[config.mk]
export PLATFORM = sky130hd
export DESIGN_NAME = calc_port_driver
export DESIGN_NICKNAME = d
export VERILOG_FILES = /design/src/rtl/calc_port_driver.sv
export SDC_FILE = /design/constraint.sdc
export NUM_CORES = 1
export LEC_CHECK = 0
export CAP_MARGIN = 20
export CORE_AREA = 3 3 140 196
export DETAILED_ROUTE_END_ITERATION = 10
export DIE_AREA = 0 0 143 199
export GPL_TIMING_DRIVEN = 0
export PLACE_DENSITY = 0.83
export SLEW_MARGIN = 15
export SYNTH_ARGS = -nofsm -noshare
export SYNTH_HDL_FRONTEND = slang
export SYNTH_SLANG_ARGS = --single-unit
[constraint.sdc]
create_clock -name c_clk -period 4.5 [get_ports c_clk]
set_input_delay 0.675 -clock c_clk [delete_from_list [all_inputs] [get_ports c_clk]]
set_output_delay 0.675 -clock c_clk [all_outputs]
set_load 0.01 [all_outputs]
[src/rtl/calc_port_driver.sv]
// rtl/calc_port_driver.sv - per-port request driver serialising buffered ops onto a calculator port
//
// Buffers {cmd, param1, param2} operations and plays each one onto the
// calculator's two-cycle request protocol. It then waits for the response
// and holds it on a valid/ready result interface. Only one operation is in
// flight at a time, so results come back in acceptance order.
//
// Optional feature: define CALC_DRV_TIMEOUT_EN to give up after
// TIMEOUT_CYCLES cycles in WAIT. The result then reports rsp_timeout=1.
//
// Ports:
//   c_clk, reset                         clock, asynchronous active-high reset
//   op_valid/op_ready, op_cmd,
//   op_param1, op_param2                 operation input handshake
//   req_cmd_out, req_data_out            registered drive to calculator request port
//   out_resp, out_data                   calculator response port
//   rsp_valid/rsp_ready, rsp_resp,
//   rsp_data, rsp_timeout                result output handshake
//   busy                                 FSM not idle
//   fifo_count                           occupied operation buffer entries
module calc_port_driver #(
    parameter int FIFO_DEPTH     = 4,
    parameter int TIMEOUT_CYCLES = 16
) (
    input  logic                            c_clk,
    input  logic                            reset,
    input  logic                            op_valid,
    output logic                            op_ready,
    input  logic [3:0]                      op_cmd,
    input  logic [31:0]                     op_param1,
    input  logic [31:0]                     op_param2,
    output logic [3:0]                      req_cmd_out,
    output logic [31:0]                     req_data_out,
    input  logic [1:0]                      out_resp,
    input  logic [31:0]                     out_data,
    output logic                            rsp_valid,
    input  logic                            rsp_ready,
    output logic [1:0]                      rsp_resp,
    output logic [31:0]                     rsp_data,
    output logic                            rsp_timeout,
    output logic                            busy,
    output logic [$clog2(FIFO_DEPTH+1)-1:0] fifo_count
);

    localparam int PTR_W = $clog2(FIFO_DEPTH);
    localparam int CNT_W = $clog2(FIFO_DEPTH+1);

    typedef enum logic [2:0] {
        S_IDLE,
        S_SEND1,
        S_SEND2,
        S_WAIT,
        S_HOLD
    } state_t;

    state_t state, state_nxt;

    logic [3:0]       fifo_cmd [FIFO_DEPTH];
    logic [31:0]      fifo_p1  [FIFO_DEPTH];
    logic [31:0]      fifo_p2  [FIFO_DEPTH];
    logic [PTR_W-1:0] wr_ptr, rd_ptr;

    // param2 of the popped op, needed one cycle after the pop
    logic [31:0]      cur_param2;

    logic             push, pop;
    logic [3:0]       cmd_nxt;
    logic [31:0]      data_nxt;
    logic             capture;
    logic             tmo_fire;

    // Readiness looks at the current count only; a same-cycle pop does not
    // make room for a push.
    assign op_ready  = (fifo_count != CNT_W'(FIFO_DEPTH));
    // Zero commands complete the handshake but are never stored.
    assign push      = op_valid && op_ready && (op_cmd != 4'd0);
    assign pop       = (state == S_IDLE) && (fifo_count != '0);
    assign busy      = (state != S_IDLE);
    assign rsp_valid = (state == S_HOLD);

`ifdef CALC_DRV_TIMEOUT_EN
    localparam int TMO_W = $clog2(TIMEOUT_CYCLES+1);
    localparam logic [TMO_W-1:0] TMO_LAST = TMO_W'(TIMEOUT_CYCLES-1);

    logic [TMO_W-1:0] tmo_cnt;
`else
    logic unused_tmo_cfg;
    assign unused_tmo_cfg = (TIMEOUT_CYCLES > 0);
`endif

    always_comb begin
        state_nxt = state;
        cmd_nxt   = 4'd0;
        data_nxt  = 32'd0;
        capture   = 1'b0;
        tmo_fire  = 1'b0;
        case (state)
            S_IDLE: begin
                if (pop) begin
                    state_nxt = S_SEND1;
                    cmd_nxt   = fifo_cmd[rd_ptr];
                    data_nxt  = fifo_p1[rd_ptr];
                end
            end
            S_SEND1: begin
                state_nxt = S_SEND2;
                data_nxt  = cur_param2;
            end
            S_SEND2: begin
                state_nxt = S_WAIT;
            end
            S_WAIT: begin
                // A response on the expiry edge wins over the timeout.
                if (out_resp != 2'd0) begin
                    capture   = 1'b1;
                    state_nxt = S_HOLD;
                end
`ifdef CALC_DRV_TIMEOUT_EN
                else if (tmo_cnt == TMO_LAST) begin
                    tmo_fire  = 1'b1;
                    state_nxt = S_HOLD;
                end
`endif
            end
            S_HOLD: begin
                if (rsp_ready) begin
                    state_nxt = S_IDLE;
                end
            end
            default: begin
                state_nxt = S_IDLE;
            end
        endcase
    end

    always_ff @(posedge c_clk or posedge reset) begin
        if (reset) begin
            state        <= S_IDLE;
            req_cmd_out  <= 4'd0;
            req_data_out <= 32'd0;
            wr_ptr       <= '0;
            rd_ptr       <= '0;
            fifo_count   <= '0;
            cur_param2   <= 32'd0;
            rsp_resp     <= 2'd0;
            rsp_data     <= 32'd0;
        end else begin
            state        <= state_nxt;
            req_cmd_out  <= cmd_nxt;
            req_data_out <= data_nxt;
            if (push) begin
                wr_ptr <= wr_ptr + 1'b1;
            end
            if (pop) begin
                rd_ptr     <= rd_ptr + 1'b1;
                cur_param2 <= fifo_p2[rd_ptr];
            end
            if (push && !pop) begin
                fifo_count <= fifo_count + 1'b1;
            end else if (pop && !push) begin
                fifo_count <= fifo_count - 1'b1;
            end
            if (capture) begin
                rsp_resp <= out_resp;
                rsp_data <= out_data;
            end else if (tmo_fire) begin
                rsp_resp <= 2'd0;
                rsp_data <= 32'd0;
            end
        end
    end

    // Storage array carries no reset; validity is tracked by the pointers.
    always_ff @(posedge c_clk) begin
        if (push) begin
            fifo_cmd[wr_ptr] <= op_cmd;
            fifo_p1[wr_ptr]  <= op_param1;
            fifo_p2[wr_ptr]  <= op_param2;
        end
    end

`ifdef CALC_DRV_TIMEOUT_EN
    always_ff @(posedge c_clk or posedge reset) begin
        if (reset) begin
            tmo_cnt     <= '0;
            rsp_timeout <= 1'b0;
        end else begin
            if (state == S_SEND2) begin
                tmo_cnt <= '0;
            end else if (state == S_WAIT) begin
                tmo_cnt <= tmo_cnt + 1'b1;
            end
            if (capture) begin
                rsp_timeout <= 1'b0;
            end else if (tmo_fire) begin
                rsp_timeout <= 1'b1;
            end
        end
    end
`else
    assign rsp_timeout = 1'b0;
`endif

endmodule

==> impl_metrics.json <==
{
  "die_h_um": 199,
  "grt_antenna_before_repair": 1,
  "rr_startpoint": "state[1]",
  "crit_type": "reg2out",
  "yosysTopAreaCell": "edfxtp_1",
  "synth_fp_nets": 747,
  "vias": 6918,
  "tns_ps": 0,
  "post_drt_via_cell_ratio": 5.722,
  "slew_viol_final": 0,
  "drive_gt1_share_pct": 22.06,
  "crit_family": "buffers and inverters",
  "hp-class": "reg2reg",
  "final_nets": 970,
  "synth_seq_area_share_pct": 77.61,
  "synth_edf_count": 272,
  "syn_area_per_cell_um2": 22.26,
  "first_iter_violations": 459,
  "dieArea_um2": 28460,
  "clk_latency_ps": 500,
  "crit_buf_inv": 2,
  "path_clk_slew_ps": 60,
  "critPathCaptureType": "output pin",
  "hold_viol": 0,
  "power_mw": 12.02,
  "start_kind": "flop",
  "postCtsSetupRepairBufs": 0,
  "worstPathCellList": "nor3_2 -> inv_1 -> clkdlybuf4s50_1",
  "netlist_area_um2": 14140,
  "fmax_mhz": 358.9,
  "yosysWarnings": 0,
  "synthAdderAreaFrac_pct": 0.5842,
  "drv_cap": 0,
  "cp.arrival_ps": 2110,
  "worstPathMaxFanout": 7,
  "clock-root-buffer": "clkbuf_16",
  "synthTopCellsByArea": "edfxtp_1, dfrtp_1, mux4_2",
  "worstSetupStartpoint": "state[1]",
  "drcViolationCount": 0,
  "core_um2": 26010,
  "ioPinCount": 183,
  "finalInstanceArea_um2": 17720,
  "holdBufCountCts": 0,
  "regArea_um2": 10970,
  "htree_levels": 2,
  "cts_tree": "done",
  "area_growth_pct": 25.34,
  "cts_resized": 0,
  "synthXorXnorAreaFrac_pct": 0.3717,
  "ys_async_sr_fraction_pct": 29.17,
  "slowest_stage": "nor3_2",
  "power_leakage_nw": 6.380,
  "fp.dieW_um": 143,
  "rows": 70,
  "grt_setup_unrepaired": "no",
  "cp.required_ps": 3830,
  "p_per_area_nw_per_um2": 678.2,
  "skew_ps": 11.70,
  "cts_buffers": 35,
  "synth-simple-area-share_pct": 1.106,
  "synth_top_family_by_area": "multiplexers",
  "io_buffers": 181,
  "cts.sinks": 384,
  "synthMuxAreaShare_pct": 16.54,
  "synth_cells": 635,
  "post-route-period-util_pct": 61.92,
  "grt_start_max_net_pins": 59,
  "setup_viol": 0,
  "wl_mm": 27.98,
  "synth.most_common_cell": "edfxtp_1",
  "synth_compound_area_share_pct": 2.346,
  "fillers": 1641,
  "synth_cell_types": 34,
  "drtAntennaViolNets": 0,
  "synth_top_area_share_pct": 57.78,
  "gr-total-overflow": 0,
  "synth-seq-cells": 384,
  "dominantRegCellSynth": "edfxtp_1",
  "wl_per_cell_um": 23.14,
  "grt_pass1_wl_mm": 42.99,
  "synth_common_cells": "edfxtp_1, dfrtp_1, mux4_2",
  "first_pass_iters": 5,
  "track_usage_pct": 20.05,
  "min-delay-start": "rsp_data[8]",
  "slew_headroom_pct": 36.97,
  "min_period_ps": 2787,
  "cpPeakStageDelay_ps": 530,
  "placed_area_um2": 16510,
  "start_util_pct": 54.34,
  "grt_pass1_vias": 7555,
  "gp_congestion": 0.7085,
  "multiInputGateArea_um2": 2975,
  "place_hpwl_mm": 17.38,
  "peakVddDrop_mv": 0.3875,
  "tightest_slew_ps": 943.4,
  "clk_path_buf_depth": 3,
  "outcome": "finished clean"
}
## stage by stage
stage	hold slack (ps)	std cells	worst slack, ps	util [%]
finish	483.7	1209	1713	68.11
CTS	488.2	1208	1680	68.10
global route	493.1	1209	1583	68.11
global placement	466.4	1140	-1190	62.87
floorplan	466.0	635	866.0	-
detailed placement	473.9	1145	1234	63.45
## metal layers
metal	vias to the layer above	track usage, %	routed length, um
met2	263	35.89	14800
met1	3602	25.08	10810
met5	-	0	0
li1	3000	-	-
met3	53	3.415	1639
met4	0	6.129	726
## final cells by class
class                           count  share of cell area (%)
Clock inverter                     20                   1.363
Buffer                             31                  0.9816
Clock buffer                       43                   5.466
Tap cell                          324                   2.288
Antenna cell                        1                 0.01412
Multi-Input combinational cell    213                   16.79
Inverter                            7                  0.1765
Timing Repair Buffer              186                   11.00
Sequential cell                   384                   61.92
## power by group
| group | switching, mW | internal, mW | leakage, nW |
|---|---|---|---|
| logic | 1.74 | 2.04 | 1.94 |
| registers | 0.368 | 4.79 | 3.86 |
| clock network | 1.25 | 1.83 | 0.581 |
| total | 3.36 | 8.66 | 6.38 |
## worst reg2reg max path, cell delays in order, from the launching register on
cell and delay [ps]:
dfrtp_1 450, nor3_2 530, and2_4 250, buf_6 160
buf_6 220, inv_2 80, ha_1 210, inv_1 80
fa_1 400, mux2_2 270
## registers in the layout (all words and copies together), names as in the netlist
name          flops
fifo_p1         128
fifo_p2         128
cur_param2       32
req_data_out     32
rsp_data         32
fifo_cmd         16
req_cmd_out       4
fifo_count        3
state             3
rd_ptr            2
rsp_resp          2
wr_ptr            2
## path summary, 6_finish.rpt
check	end	slack, ps	depth (start not counted)
worst min register to register	rsp_data[8]	480	1
worst max register to register	fifo_count[1]	1750	9
worst min-delay path	rsp_data[8]	480	1
max in group asynchronous	fifo_count[2]	3200	3
worst max-delay path	busy	1710	3
min in group asynchronous	req_data_out[27]	610	2
## layout by cell type, fill, tap and decap left out, types with 2 or more instances in the layout
master / count
clkinv_1: 4
mux2_2: 20
and2_4: 5
mux2_4: 17
bufinv_16: 5
clkbuf_1: 14
buf_4: 5
and3_1: 4
edfxtp_1: 272
inv_6: 3
inv_1: 5
dfrtp_1: 112
mux2_1: 29
ha_1: 5
clkbuf_16: 37
buf_16: 5
xor2_1: 2
nor2_1: 5
xnor2_1: 4
a21oi_1: 2
nand2_1: 5
buf_6: 3
clkinv_2: 4
a22o_1: 34
buf_2: 13
clkinvlp_4: 4
clkdlybuf4s50_1: 181
mux4_2: 68
clkbuf_8: 2
## cell families (layout without fill, tap and decap cells)
family,count (synthesis),in the layout
buffers and inverters,38,287
and+or+nand+nor,27,27
adders and majority gates,6,6
xor gates and xnor gates,6,6
DFF,384,384
other,1,2
muxes,134,134
AOI/OAI and AO/OA,39,39
Power figures use the tool's default switching activity.
